### src/rtl/sdm_dac_pkg.sv
// Shared definitions for the sigma-delta DAC interpolation path.
// Holds the CIC width helper, a clog2 helper and the stage-count ceiling.
package sdm_dac_pkg;

  // Largest comb/integrator stage count the CIC interpolator supports.
  localparam int CIC_MAX_N = 6;

  // Ceiling log2 for sizing counters and indices.
  function automatic int clog2(input int value);
    int res;
    int v;
    res = 32'sd0;
    v   = value - 32'sd1;
    while (v > 32'sd0) begin
      res = res + 32'sd1;
      v   = v >>> 1;
    end
    return res;
  endfunction

  // Full-precision internal width of an N-stage CIC interpolator.
  // The zero-stuffed integrator chain has gain R^(N-1), so this many bits
  // carry the DC-steady result exactly.
  function automatic int cic_width(input int in_w, input int n, input int log2r);
    return in_w + (n - 32'sd1) * log2r;
  endfunction

endpackage

### src/rtl/cic_interp_param_int_stage.sv
// One integrator of the CIC interpolator: a W-bit enabled accumulator.
// Wrap-around modulo 2^W is the intended arithmetic; it never saturates.
module cic_int_stage
  import sdm_dac_pkg::*;
#(
  parameter int W = 26
) (
  input  logic         clk,
  input  logic         rst_n,
  input  logic         en,
  input  logic [W-1:0] din,
  output logic [W-1:0] acc
);

  logic [W-1:0] acc_q;
  logic [W-1:0] acc_d;

  // Next accumulator value: add the input on enable, otherwise hold.
  always_comb begin
    acc_d = acc_q;
    if (en) begin
      acc_d = acc_q + din;
    end else begin
      acc_d = acc_q;
    end
  end

  // Accumulator register with asynchronous clear.
  always_ff @(posedge clk or negedge rst_n) begin
    if (!rst_n) begin
      acc_q <= {W{1'b0}};
    end else begin
      acc_q <= acc_d;
    end
  end

  assign acc = acc_q;

endmodule

### src/rtl/cic_interp_param.sv
// Parametrised N-stage CIC interpolator, ratio R = 2^LOG2R, differential
// delay 1. Generates its own input-rate strobe (ce_out) from clk_enable so
// stages can be chained ce_out -> clk_enable. Output is MSB-aligned.
// Optional build macro: CIC_ROUND_EN selects round-half-up with positive
// saturation on the output instead of plain truncation.
module cic_interp_param
  import sdm_dac_pkg::*;
#(
  parameter int IN_W  = 20,
  parameter int OUT_W = 16,
  parameter int N     = 3,
  parameter int LOG2R = 3
) (
  input  logic             clk,
  input  logic             reset,
  input  logic             clk_enable,
  input  logic [IN_W-1:0]  input_data,
  output logic [OUT_W-1:0] output_data,
  output logic             ce_out
);

  localparam int W  = cic_width(IN_W, N, LOG2R);
  localparam int SH = W - OUT_W;

  logic [LOG2R-1:0] phase_q;
  logic [LOG2R-1:0] phase_d;
  logic [W-1:0]     in_q;
  logic [W-1:0]     in_d;
  logic [W-1:0]     z_q;
  logic [W-1:0]     z_d;
  logic [OUT_W-1:0] out_q;
  logic [OUT_W-1:0] out_d;
  logic             ce_s;
  logic [W-1:0]     y_n_s;
  logic [W-1:0]     i_n_s;
  logic [OUT_W-1:0] out_s;

  // Input-rate strobe: first output slot of every R-cycle frame, never in reset.
  assign ce_s   = clk_enable & reset & (phase_q == {LOG2R{1'b0}});
  assign ce_out = ce_s;

  // Comb section at input rate; chain is purely combinational from in_q.
  for (genvar k = 0; k < N; k++) begin : g_comb
    logic [W-1:0] x_s;
    logic [W-1:0] y_s;
    logic [W-1:0] dly_q;
    logic [W-1:0] dly_d;

    if (k == 0) begin : g_src
      assign x_s = in_q;
    end else begin : g_src
      assign x_s = g_comb[k-1].y_s;
    end

    assign y_s = x_s - dly_q;

    // Differential delay loads the stage input once per input sample.
    always_comb begin
      dly_d = dly_q;
      if (ce_s) begin
        dly_d = x_s;
      end else begin
        dly_d = dly_q;
      end
    end

    // Comb delay register with asynchronous clear.
    always_ff @(posedge clk or negedge reset) begin
      if (!reset) begin
        dly_q <= {W{1'b0}};
      end else begin
        dly_q <= dly_d;
      end
    end
  end

  assign y_n_s = g_comb[N-1].y_s;

  // Integrator chain at output rate; the first stage eats the zero-stuffed stream.
  for (genvar k = 0; k < N; k++) begin : g_int
    logic [W-1:0] din_s;
    logic [W-1:0] acc_s;

    if (k == 0) begin : g_src
      assign din_s = z_q;
    end else begin : g_src
      assign din_s = g_int[k-1].acc_s;
    end

    cic_int_stage #(
      .W (W)
    ) u_stage (
      .clk   (clk),
      .rst_n (reset),
      .en    (clk_enable),
      .din   (din_s),
      .acc   (acc_s)
    );
  end

  assign i_n_s = g_int[N-1].acc_s;

`ifdef CIC_ROUND_EN
  if (SH > 0) begin : g_round
    localparam logic [W:0]       HALF    = (W + 1)'(1'b1) << (SH - 1);
    localparam logic [OUT_W-1:0] OUT_MAX = {1'b0, {(OUT_W - 1){1'b1}}};
    logic [W:0] sum_s;

    assign sum_s = {i_n_s[W-1], i_n_s} + HALF;

    // Round half up; the positive offset can only overflow toward +max.
    always_comb begin
      out_s = sum_s[W-1 -: OUT_W];
      if (!sum_s[W] && sum_s[W-1]) begin
        out_s = OUT_MAX;
      end else begin
        out_s = sum_s[W-1 -: OUT_W];
      end
    end
  end else begin : g_trunc
    assign out_s = i_n_s[W-1 -: OUT_W];
  end
`else
  assign out_s = i_n_s[W-1 -: OUT_W];
`endif

  // Next-state for phase, input capture, zero-stuff slot and output.
  always_comb begin
    phase_d = phase_q;
    in_d    = in_q;
    z_d     = z_q;
    out_d   = out_q;
    if (clk_enable) begin
      phase_d = phase_q + LOG2R'(1'b1);
      z_d     = (phase_q == LOG2R'(1'b1)) ? y_n_s : {W{1'b0}};
      out_d   = out_s;
    end else begin
      phase_d = phase_q;
      z_d     = z_q;
      out_d   = out_q;
    end
    if (ce_s) begin
      in_d = W'($signed(input_data));
    end else begin
      in_d = in_q;
    end
  end

  // Control and datapath registers with asynchronous clear.
  always_ff @(posedge clk or negedge reset) begin
    if (!reset) begin
      phase_q <= {LOG2R{1'b0}};
      in_q    <= {W{1'b0}};
      z_q     <= {W{1'b0}};
      out_q   <= {OUT_W{1'b0}};
    end else begin
      phase_q <= phase_d;
      in_q    <= in_d;
      z_q     <= z_d;
      out_q   <= out_d;
    end
  end

  assign output_data = out_q;

endmodule
### config.mk
export PLATFORM = sky130hd
export DESIGN_NAME = cic_interp_param
export DESIGN_NICKNAME = d
export VERILOG_FILES = /design/src/rtl/sdm_dac_pkg.sv /design/src/rtl/cic_interp_param_int_stage.sv /design/src/rtl/cic_interp_param.sv
export SDC_FILE = /design/constraint.sdc
export NUM_CORES = 1
export LEC_CHECK = 0
export ABC_AREA = 1
export CORE_UTILIZATION = 45
export CTS_CLUSTER_SIZE = 28
export DETAILED_ROUTE_END_ITERATION = 8
export GPL_TIMING_DRIVEN = 0
export HOLD_SLACK_MARGIN = 0.1
export PLACE_DENSITY = 0.73
export SLEW_MARGIN = 20
export SYNTH_ARGS = -nofsm -noshare
export SYNTH_HDL_FRONTEND = slang
export SYNTH_SLANG_ARGS = --single-unit
### constraint.sdc
create_clock -name clk -period 4.6 [get_ports clk]
set_clock_uncertainty 0.1 [all_clocks]
set_input_delay 0.92 -clock clk [delete_from_list [all_inputs] [get_ports clk]]
set_output_delay 0.92 -clock clk [all_outputs]
set_load 0.02 [all_outputs]
After elaboration in Yosys (flattened, before gate mapping)

Cells that the tools add are included.

Register bits after elaboration: 215
Bits of input ports: 23
Output and inout port bits: 17
Word-level logic and storage cells: 22

Add/sub/neg operators: 7
Equality and inequality tests: 1
Muxes and demuxes: 1
Bitwise operators: 2
Reduce and logical (&&, ||, !) cells: 1

Operator list:

| kind                | number |
|---|---|
| $add 26x26->26      | 3 |
| $sub 26x26->26      | 2 |
| $mux 26             | 1 |
| $sub 20x20->21      | 1 |
| $add 3x1->3 const B | 1 |
| $eq 3x1->1 const B  | 1 |
| $logic_not 3->1     | 1 |
| $and 1x1->1         | 2 |

Logic depth before layout (Yosys ltp)

Depth in word-level cells: 4
Mapped depth: 35
Mapped depth without buffers: 35

Hierarchy

From an unflattened synthesis, not the netlist that was laid out.

Cells, all modules: 2654
Area, all modules: 17498.0 µm²

Modules (own cells, without submodules):

| module                                | instances | cells an instance | area an instance (µm²) | sequential area each (µm²) |
|---|---|---|---|---|
| cic_interp_param                      | 1         | 1229              | 8896.0                 | 3303.2 |
| cic_int_stage at g_int[1].u_stage ... | 2         | 475               | 2866.5                 | 650.6 |
| cic_int_stage at g_int[0].u_stage     | 1         | 475               | 2869.0                 | 650.6 |

Worst setup path after synthesis

Ideal clock, no wire load.

Path type: register to register
From: reg in_q[0] (netlist: g_comb[0].x_s[0])
To: reg z_q[25] (netlist: g_int[0].din_s[25])
Setup time: 0.117 ns
Arrival time: 4.034 ns
Required time: 4.383 ns
Slack: 0.348 ns
Cell stages (with the launch flop): 33
Buffers on the path: 0
Period minus slack after synthesis: 4.252 ns
Path through: dfrtp_1 -> inv_1 -> ha_1 -> fa_1 -> nand3b_1 -> nand2_1 -> nand3_1 -> nand3_1 -> nand2_1 -> nand2_1 -> nand2_1 -> nand2_1 -> nand2_1 -> and2_1 -> ha_1 -> a21oi_1 -> o21ai_0 -> a21oi_1 -> nand3_2 -> xor2_2 -> ha_1 -> nand2_1 -> nor2_1 -> inv_1 -> nor2_1 -> and3_1 -> nand2_1 -> inv_1 -> nor2_1 -> inv_1 -> nand2_1 -> nand3_1 -> nand2_1

Longest elaborated chain between the ends: 4

Ends and longest elaborated chain:

| item                     | line                    | RTL |
|---|---|---|
| start: declaration       | cic_interp_param.sv:27  | `logic [W-1:0] in_q;` |
| start signal: assignment | cic_interp_param.sv:153 | `in_q <= {W{1'b0}};` |
| start signal: assignment | cic_interp_param.sv:158 | `in_q <= in_d;` |
| $sub 20x20->21           | cic_interp_param.sv:55  | `assign y_s = x_s - dly_q;` |
| via g_comb[0].y_s[18]    | cic_interp_param.sv:45  | `logic [W-1:0] y_s;` |
| $sub 26x26->26           | cic_interp_param.sv:55  |  |
| via g_comb[1].y_s[19]    | cic_interp_param.sv:45  |  |
| $sub 26x26->26           | cic_interp_param.sv:55  |  |
| $mux 26                  | cic_interp_param.sv:135 | `z_d = (phase_q == LOG2R'(1'b1)) ? y_n_s : {W{1'b0}};` |
| end signal: assignment   | cic_interp_param.sv:154 | `z_q <= {W{1'b0}};` |
| end signal: assignment   | cic_interp_param.sv:159 | `z_q <= z_d;` |
| end: declaration         | cic_interp_param.sv:29  | `logic [W-1:0] z_q;` |

The timed path passes the listed nets, and every way through them passes these cells.
A chain may end at the register's enable or synchronous reset.

Final worst setup path

From: reg g_comb[0].dly_q[0]
To: reg z_q[25] (netlist: g_int[0].din_s[25])

Longest elaborated chain between the ends: 4

Ends and longest elaborated chain:

| item                     | line                    | RTL |
|---|---|---|
| start: declaration       | cic_interp_param.sv:46  | `logic [W-1:0] dly_q;` |
| start signal: assignment | cic_interp_param.sv:70  | `dly_q <= {W{1'b0}};` |
| start signal: assignment | cic_interp_param.sv:72  | `dly_q <= dly_d;` |
| $sub 20x20->21           | cic_interp_param.sv:55  |  |
| via g_comb[0].y_s[16]    | cic_interp_param.sv:45  |  |
| $sub 26x26->26           | cic_interp_param.sv:55  |  |
| via g_comb[1].y_s[22]    | cic_interp_param.sv:45  |  |
| $sub 26x26->26           | cic_interp_param.sv:55  |  |
| $mux 26                  | cic_interp_param.sv:135 |  |

The timed path passes the listed nets, and every way through them passes these cells.

==> summary.txt <==
Layout
  – Share of layout cells above drive strength 1: 0.121
  – Most common cell after layout, fill and taps aside: nand2_1
  – Most frequent cells in the layout: nand2_1, inv_1, dfrtp_1, o21ai_0, nor2_1
  – Synth-to-layout area growth: 19.0%
  – Nets@finish: 2593
  – Antenna cell count: 0
  – Final instance count without filler cells: roughly 2900

Synth
  – Post-synth top flop: dfrtp_1
  – Register bit total from synthesis: 210
  – Complex-gate fraction of the synthesized area: 0.155
  – Yosys Warn Count: 0
  – Syn Nets: 2495
  – Async SR Flop Fraction: 1.00
  – Post-Synth Adder-Cell Area: 0.118
  – Post-synth EDFFs: 0
  – Mux cell area share after synthesis: 0
  – Syn avg cell area: 7.01 um2
  – Synth unique cells: 49
  – Cells after Synth: 2322
  – Syn Std Cell Area: approximately 16000 um2
  – Simple-Gate Fraction of Synth Area: 0.294
  – Register area share after synthesis: 0.323
  – Largest family of logic cells by synthesized area: simple AND/OR/NAND/NOR gates
  – Post-Synth XOR/XNOR Area: 0.0346

Clock network
  – Clock transition at the registers of the reported paths: about 60 ps
  – Total CTS buffers: 25
  – Clock root cell: clkbuf_16
  – CTS H-tree lvls: 1
  – TritonCTS clock tree: yes
  – CTS Sinks: between 200 and 250
  – Clock Latency Late Sink: 550 ps
  – CTS Buffer Depth: 3

STA
  – Final min period: about 4600 ps
  – Final setup viols: 0
  – Fin Setup TNS: 0 ps
  – Relative slew slack: 0.371
  – Slew at the pin closest to its max-slew limit: around 940 ps
  – Tcrit/Tclk final: 0.993
  – RSZ-0062 raised after global routing: yes
  – Max Clk Rate: around 220 MHz
  – Pins Over Slew Limit: 0
  – Fin. Hold Viols: 0

Detailed routing
  – Drc violations: 0
  – 1st-pass router iterations: 5
  – DR vias: about 16000
  – Final antenna-violating net count: 0
  – Final wirelength: 51.7 mm
  – Initial DRC Count: between 1000 and 1500
  – Routed len/inst: between 15 and 20 um
  – Vias per cell: between 5 and 6

Critical path
  – Critical-path top delay cell: dfrtp_1
  – Worst R2R Start: g_comb[0].dly_q[0]
  – Data required, critical path: slightly below 5000 ps
  – CP Max Fanout: 6
  – Worst Path Arrival: just under 5000 ps
  – Critical Setup Path Class: reg -> reg
  – R2R Path End: g_int[0].din_s[25]
  – Reg2Reg Depth: 28
  – CP max stage delay: between 400 and 500 ps
  – Worst setup path endpoint: g_int[0].din_s[25]
  – Setup crit end kind: flip-flop
  – R2R setup slack: ~33 ps
  – Worst setup SP type: flip-flop
  – Setup crit start: g_comb[0].dly_q[0]
  – Most frequent CP cell: nand2_1

Global route
  – Largest net degree at the start of global routing: 52
  – Grt total ovfl: 0
  – Initial antenna violation count: 0
  – Number of global-route vias before repair: 15200
  – First-pass GRT wire length: around 80 mm
  – All-Layer GR Usage: 0.278

Job
  – Max-Cap Viols: 0

Placed design
  – Number of port buffers: 38
  – HPWL Detailed: a little under 40 mm
  – Routability cong.: 0.981
  – Post-placement cell count: 2823

Die
  – Die H: between 150 and 200 um
  – Ports: 40
  – DIE AREA: roughly 37000 um2
  – Die Wd: just under 200 um
  – Core footprint: ~36000 um2
  – Rows: 69
  – Initial Util: 0.457

Run status
  – Status: complete, no violations

Hold path
  – Min-Delay Path Class: in -> async
critical path: cells and delay by family (launching register included):
family	cells	cell delay [ps]
compound gates	2	340
xor+xnor	1	230
fa+ha+maj	4	1100
buf+inv	2	120
flops	1	410
simple gates	19	2120
sequential cells by signal, indices dropped and copies added, names as in the netlist:
signal and cells:
g_comb.dly_q 67, g_comb.x_s 20, phase_q 3, g_int.din_s 26, g_int.u_stage.acc 78, output_data 16
Yosys cell counts (28+ instances only):
library cell  instances  share of area
xor2_1               30          0.016
dfrtp_1             210           0.32
inv_1               276          0.064
nand4_1              34          0.013
o21ai_0             185          0.057
clkbuf_1             28         0.0065
nand3_1             140          0.043
a21oi_1             155          0.048
nand2_1             664           0.15
ha_1                144           0.11
nor2_1              176          0.041
o21bai_1             30          0.014
how the worst min path moves through the flow:
stage / end / slack (ps) / cells past startpoint
3_3_place_gp: output_data[14] / 360 / 2
4_1_cts: g_comb[2].dly_q[11] / 120 / 1
3_5_place_dp: output_data[2] / 360 / 2
2_1_floorplan: g_int[2].u_stage.acc[0] / 350 / 2
6_report: g_comb[2].dly_q[11] / 140 / 1
5_1_grt: g_comb[2].dly_q[11] / 130 / 1
per-stage QoR:
stage | area [um2] | hold WS, ps | worst slack [ps] | util
after detailed placement | 17300 | 363 | -725 | 0.486
after CTS | 18500 | 118 | -41.9 | 0.521
after global routing | 19400 | 128 | -215 | 0.544
after global placement | 17200 | 357 | -7880 | 0.484
after floorplan | 16300 | 346 | 348 | -
final | 19400 | 135 | 33.2 | 0.544
per-layer routing:
layer | vias to the layer above | part of all wire | global-route usage
met2 | 446 | 0.47 | 0.464
met4 | 0 | 0.039 | 0.0975
li1 | 7829 | - | -
met1 | 7546 | 0.44 | 0.369
met5 | - | 0 | 0
met3 | 117 | 0.050 | 0.0327
final cells by class:
class,count,area (um2)
fill,3412,16200
multi-input combinational,1788,10800
sequential,210,5260
inverter,280,1050
timing repair buffer,71,753
clock buffer,32,682
tap,461,577
buffer,44,183
clock inverter,10,83.8
kinds of logic after synthesis:
| group | count (synthesis) |
|---|---|
| AO/OA/AOI/OAI | 457 |
| flip-flops | 210 |
| XOR/XNOR | 60 |
| buffers and inverters | 324 |
| AND/OR/NAND/NOR | 1121 |
| adder cells (fa/ha/maj) | 150 |
timing repair:
action | in CTS | in global routing
endpoints found under the setup margin | 13 | 17
hold buffers | 0 | 0
setup buffers | 5 | 23
pin swaps | 12 | 54
gates cloned | 2 | 1
resized for setup | 76 | 126
Power is left out: the tool's default activity adds up to more than one toggle a clock period on the data nets, which glitch-free logic cannot reach.
